<file path="src/rtl/uart_pkg.sv">
// Shared UART definitions: FSM state encoding
// and the default bit period, used by TX and RX.
package uart_pkg;

  localparam int CPB_DEFAULT = 16;

  typedef enum logic [1:0] {
    ST_IDLE  = 2'd0,
    ST_START = 2'd1,
    ST_DATA  = 2'd2,
    ST_STOP  = 2'd3
  } uart_state_t;

endpackage

</file>
<file path="src/rtl/uart_tx_fifo.sv">
// Transmit byte buffer, power-of-two depth.
// Ports: i_push/i_data write, i_pop reads o_data
// (head word), o_full/o_empty/o_count status.
module uart_tx_fifo #(
  parameter  int DEPTH = 4,
  localparam int AW    = $clog2(DEPTH),
  localparam int CW    = $clog2(DEPTH + 1)
) (
  input  logic          clk,
  input  logic          rst,
  input  logic          i_push,
  input  logic [7:0]    i_data,
  input  logic          i_pop,
  output logic [7:0]    o_data,
  output logic          o_full,
  output logic          o_empty,
  output logic [CW-1:0] o_count
);

  logic [7:0]    r_mem [DEPTH];
  logic [AW-1:0] r_wr;
  logic [AW-1:0] r_rd;
  logic [CW-1:0] r_count;
  logic          w_push;
  logic          w_pop;

  assign o_full  = (r_count == CW'(DEPTH));
  assign o_empty = (r_count == '0);
  assign o_count = r_count;
  assign o_data  = r_mem[r_rd];

  // Full blocks a push even when a pop
  // happens at the same edge.
  assign w_push = i_push && !o_full;
  assign w_pop  = i_pop && !o_empty;

  always_ff @(posedge clk or posedge rst) begin
    if (rst) begin
      r_wr    <= '0;
      r_rd    <= '0;
      r_count <= '0;
    end else begin
      if (w_push) r_wr <= r_wr + 1'b1;
      if (w_pop)  r_rd <= r_rd + 1'b1;
      case ({w_push, w_pop})
        2'b10:   r_count <= r_count + 1'b1;
        2'b01:   r_count <= r_count - 1'b1;
        default: r_count <= r_count;
      endcase
    end
  end

  always_ff @(posedge clk) begin
    if (w_push) r_mem[r_wr] <= i_data;
  end

endmodule

</file>
<file path="src/rtl/uart_tx.sv">
// Buffered 8N1 UART transmitter.
// Ports: dataIn/dataValid/dataReady byte input,
// serialOutput line (idle high), busy status.
module uart_tx
  import uart_pkg::*;
#(
  parameter int CLOCKS_PER_BIT = CPB_DEFAULT,
  parameter int FIFO_DEPTH     = 4
) (
  input  logic       clk,
  input  logic       rst,
  input  logic [7:0] dataIn,
  input  logic       dataValid,
  output logic       dataReady,
  output logic       serialOutput,
  output logic       busy
);

  localparam int CW = $clog2(FIFO_DEPTH + 1);
  localparam logic [7:0] LAST =
    8'(CLOCKS_PER_BIT - 1);

  uart_state_t   r_state;
  logic [7:0]    r_cnt;
  logic [2:0]    r_bit_idx;
  logic [7:0]    r_shift;
  logic          r_txd;

  logic          w_full;
  logic          w_empty;
  logic [CW-1:0] w_count;
  logic [7:0]    w_head;
  logic          w_bit_end;
  logic          w_pop;
  logic [2:0]    w_next_idx;

  uart_tx_fifo #(
    .DEPTH (FIFO_DEPTH)
  ) u_fifo (
    .clk     (clk),
    .rst     (rst),
    .i_push  (dataValid),
    .i_data  (dataIn),
    .i_pop   (w_pop),
    .o_data  (w_head),
    .o_full  (w_full),
    .o_empty (w_empty),
    .o_count (w_count)
  );

  assign w_bit_end  = (r_cnt == LAST);
  assign w_next_idx = r_bit_idx + 3'd1;

  // Pop from IDLE, or at the end of a stop bit
  // so the next start bit follows with no gap.
  assign w_pop = !w_empty &&
    ((r_state == ST_IDLE) ||
     ((r_state == ST_STOP) && w_bit_end));

  assign dataReady    = !w_full;
  assign serialOutput = r_txd;
  assign busy = (r_state != ST_IDLE) ||
                (w_count != '0);

  always_ff @(posedge clk or posedge rst) begin
    if (rst) begin
      r_state   <= ST_IDLE;
      r_cnt     <= '0;
      r_bit_idx <= '0;
      r_shift   <= '0;
      r_txd     <= 1'b1;
    end else begin
      case (r_state)
        ST_IDLE: begin
          r_cnt     <= '0;
          r_bit_idx <= '0;
          r_txd     <= 1'b1;
          if (w_pop) begin
            r_shift <= w_head;
            r_state <= ST_START;
            r_txd   <= 1'b0;
          end
        end
        ST_START: begin
          if (w_bit_end) begin
            r_cnt     <= '0;
            r_bit_idx <= '0;
            r_state   <= ST_DATA;
            r_txd     <= r_shift[0];
          end else begin
            r_cnt <= r_cnt + 8'd1;
          end
        end
        ST_DATA: begin
          if (w_bit_end) begin
            r_cnt <= '0;
            if (r_bit_idx == 3'd7) begin
              r_state <= ST_STOP;
              r_txd   <= 1'b1;
            end else begin
              r_bit_idx <= w_next_idx;
              r_txd     <= r_shift[w_next_idx];
            end
          end else begin
            r_cnt <= r_cnt + 8'd1;
          end
        end
        ST_STOP: begin
          if (w_bit_end) begin
            r_cnt     <= '0;
            r_bit_idx <= '0;
            if (w_pop) begin
              r_shift <= w_head;
              r_state <= ST_START;
              r_txd   <= 1'b0;
            end else begin
              r_state <= ST_IDLE;
              r_txd   <= 1'b1;
            end
          end else begin
            r_cnt <= r_cnt + 8'd1;
          end
        end
        default: begin
          r_state   <= ST_IDLE;
          r_cnt     <= '0;
          r_bit_idx <= '0;
          r_txd     <= 1'b1;
        end
      endcase
    end
  end

endmodule

</file>
<file path="config.mk">
export PLATFORM = sky130hd
export DESIGN_NAME = uart_tx
export DESIGN_NICKNAME = d
export VERILOG_FILES = /design/src/rtl/uart_pkg.sv /design/src/rtl/uart_tx_fifo.sv /design/src/rtl/uart_tx.sv
export SDC_FILE = /design/constraint.sdc
export NUM_CORES = 1
export LEC_CHECK = 0
export BUFFER_PORTS_ARGS = -buffer_cell sky130_fd_sc_hd__buf_2
export CORE_ASPECT_RATIO = 1.75
export CORE_MARGIN = 1
export CORE_UTILIZATION = 50
export DETAILED_ROUTE_END_ITERATION = 10
export PLACE_DENSITY = 0.67
export REMOVE_ABC_BUFFERS = 1
export SLEW_MARGIN = 25
export SYNTH_ARGS = -nofsm -noshare
export SYNTH_HDL_FRONTEND = slang
export SYNTH_SLANG_ARGS = --single-unit
</file>
<file path="constraint.sdc">
create_clock -name clk -period 8.1 [get_ports clk]
set_clock_uncertainty 0.15 [all_clocks]
set_input_delay 0.405 -clock clk [delete_from_list [all_inputs] [get_ports clk]]
set_output_delay 0.405 -clock clk [all_outputs]
set_load 0.01 [all_outputs]
</file>
==> flow_summary_export.csv <==
group,metric,value,unit
status,status,"finished clean",
drt,drc,0,
drt,avgRoutedWirePerCell,17.1,um
logic_synthesis,yosys_warnings,0,
cts,cts.clk_slew.worst_paths,70,ps
logic_synthesis,syn-cell-area,2790,um^2
timing,setup_viol,0,
logic_synthesis,synthArstFlopShare,47.5,%
drt,vias,1543,
layout,syn_to_final_growth,10.4,%
cts,cts.sinks,61,
logic_synthesis,synthFlopType,"edfxtp_1",
pwr,p_int,0.527,mW
timing,whs,130,ps
setup_path,critPathArrivalTime,2830,ps
global_routing,grtUsageTotal,19.7,%
placement,dp_hpwl,3.47,mm
timing,slew_headroom,59.1,%
pwr,p_comb_share,14.6,%
cts,numCtsBuffers,9,
logic_synthesis,synth_cell_types,43,
setup_path,cp_slowest_cell,"fa_1",
pwr,seq_power_share,54.9,%
setup_path,cp.required,8200,ps
setup_path,crit_path_max_fanout,9,
drt,drtIter0Drc,48,
layout,diodes,0,
global_routing,grt_max_degree,30,
layout,drive_gt1_share,26.4,%
logic_synthesis,synth_edf_count,32,
pwr,ir_drop,141,uV
die,ios,14,
logic_synthesis,postSynthAreaPerCell,15.2,um^2
pwr,clkPwrFrac,30.5,%
die,die_w,58.4,um
global_routing,grt_overflow,0,
min_path,hp-class,"input pin to register",
layout,fillers,415,
cts,cts_max_level,3,
setup_path,criticalPathCategory,"register to register",
cts,clockRootBuffer,"clkbuf_8",
timing,fin_crit_sh,33.6,%
timing,tns,0,ps
timing,finalCriticalPeriod,2720,ps
logic_synthesis,syn_inst,184,
cts,cts_tree,"yes",
pwr,p_leak,1.27,nW
timing,maxSlewViolCount,0,
pwr,p_per_area,234,nW/um^2
flow_run,drv_cap,0,
pwr,power.switching,0.194,mW
die,core-area,5300,um^2
drt,drtPass1Iterations,4,
cts,clk_latency,330,ps
timing,max_freq,367,MHz
die,initial_utilization,52.6,%
die,dieArea,5890,um^2
setup_path,path_delay_family,"adder cells",
timing,rsz0062_at_grt,"no",
setup_path,endpoint_kind,"register",
global_routing,antenna_found_initial,0,
die,die_h,101,um
global_routing,grt_first_pass_wirelength,8.14,mm
logic_synthesis,yosysSeqAreaShare,60.5,%
cts,cts_max_path_buffers,2,
setup_path,crit_path_max_incr_delay,440,ps
setup_path,cp_num_buf_inv,2,
pwr,swShare,26.9,%
logic_synthesis,synth_seq_cells,61,
die,core.rowCount,35,
timing,tightest_slew,613,ps
placement,gp_congestion,0.768,
layout,fin_nets,227,
timing,finalHoldViolations,0,
setup_path,start_kind,"register",
drt,antenna_left,0,
setup_path,path_cells,"inv_1 > ha_1 > a21o_2 > and2b_4 > ha_1 > inv_1 > fa_1 > xor2_1 > nor2_1 > xor2_1",
drt,drt_wl_total,4.82,mm
drt,vias_per_cell,5.47,
global_routing,grt_pass1_vias,1709,
placement,portBuffers,13,
==> per-stage QoR <==
step                instance area (um^2)  utilization [%]  total power [mW]  cells  setup slack (ps)
floorplan                           2750                -             0.467    178              5650
global placement                    2910             54.9             0.491    265              5550
detailed placement                  2910             54.9             0.507    265              5390
CTS                                 3080             58.1             0.730    282              5370
global route                        3080             58.1             0.757    282              5220
finish                              3080             58.1             0.721    282              5380
==> layout by cell type, fill, tap and decap left out, types with 2 or more instances in the layout <==
| cell | count |
|---|---|
| dfrtp_1 | 28 |
| inv_1 | 9 |
| mux2_4 | 8 |
| nor2b_1 | 2 |
| mux2i_1 | 3 |
| o21ai_0 | 3 |
| and3_1 | 5 |
| edfxtp_1 | 32 |
| mux4_2 | 9 |
| nor3b_1 | 2 |
| clkbuf_1 | 2 |
| xnor2_1 | 6 |
| a2bb2oi_1 | 2 |
| clkinv_2 | 3 |
| nand2_1 | 8 |
| ha_1 | 12 |
| mux2_2 | 2 |
| a21o_1 | 2 |
| nor3_1 | 3 |
| buf_2 | 13 |
| nor2_1 | 11 |
| nand3_1 | 6 |
| a21o_2 | 2 |
| clkbuf_8 | 9 |
| xor2_1 | 5 |
==> worst reg2reg max path, stage by stage, from the launching register on <==
cell and delay [ps]:
dfrtp_1 420, inv_1 110, ha_1 360, a21o_2 250, and2b_4 200, ha_1 190
inv_1 70, fa_1 440, xor2_1 160, nor2_1 110, xor2_1 170
==> flip-flops by register name (all words and copies together), names as in the netlist <==
register	count
u_fifo.r_rd	2
r_bit_idx	3
r_state	2
u_fifo.r_mem	32
u_fifo.r_wr	2
r_shift	8
u_fifo.o_count	3
serialOutput	1
r_cnt	8
==> cell usage after synthesis (2+ instances only) <==
library cell / n / area [um^2]
dfrtp_1: 28 / 701
a21o_1: 2 / 15.0
o21ai_0: 3 / 15.0
nor2_1: 11 / 41.3
edfxtp_1: 32 / 961
xor2_1: 5 / 43.8
a21o_2: 2 / 17.5
a2bb2oi_1: 2 / 17.5
nand2_1: 8 / 30.0
mux4_2: 9 / 203
mux2i_1: 3 / 30.0
mux2_4: 8 / 120
inv_1: 10 / 37.5
nor3b_1: 2 / 15.0
nor2b_1: 2 / 12.5
mux2_2: 2 / 22.5
and3_1: 5 / 31.3
xnor2_1: 6 / 52.6
nor3_1: 3 / 15.0
buf_2: 2 / 10.0
ha_1: 12 / 150
nand3_1: 6 / 30.0
==> timing repair <==
item / CTS / global route
hold buffers: 1 / 0
hold endpoints to repair: 3 / 0
gates resized for setup: 0 / 0
setup buffers: 0 / 0
==> per-layer routing <==
layer	up-vias	wire length [um]	GRT usage (%)
li1	714	-	-
met1	789	1870	20.9
met2	28	2710	35.1
met3	12	115	4.62
met4	0	119	11.0
met5	-	0	0
==> final cells by class <==
cell class	instances	area (um^2)	area share [%]
clock inverter	5	27.5	0.894
inverter	10	37.5	1.22
tap	74	92.6	3.01
clock buffer	11	131	4.27
timing repair buffer	14	75.1	2.44
sequential	61	1690	54.8
multi-input combinational	107	1030	33.3
==> final timing paths <==
check,from,slack (ps),depth (start not counted),endpoint
max in group asynchronous,rst,6850,3,r_shift[5]
min in group asynchronous,rst,540,3,u_fifo.r_wr[1]
setup reg to reg,r_state[0],5380,10,u_fifo.o_count[2]
hold reg to reg,r_cnt[0],320,1,r_cnt[0]
setup / recovery,r_state[0],5380,10,u_fifo.o_count[2]
hold / removal,dataIn[3],130,1,u_fifo.r_mem[3][3]
==> power by group through the flow <==
stage	clock [mW]	sequential [mW]	combinational (mW)
3_5_place_dp	0	0.402	0.105
2_1_floorplan	0	0.395	0.0714
3_3_place_gp	0	0.398	0.0932
5_1_grt	0.236	0.401	0.120
6_report	0.220	0.396	0.105
4_1_cts	0.226	0.396	0.108
==> kinds of logic after synthesis <==
logic type                 synth area share, %
AOI/OAI and AO/OA                         4.89
xor gates and xnor gates                  3.46
adders and majority gates                 6.10
buffers and inverters                     2.65
DFF                                       60.5
muxes                                     13.5
and+or+nand+nor                           8.89
No activity file was read; power rests on OpenSTA's default activity.
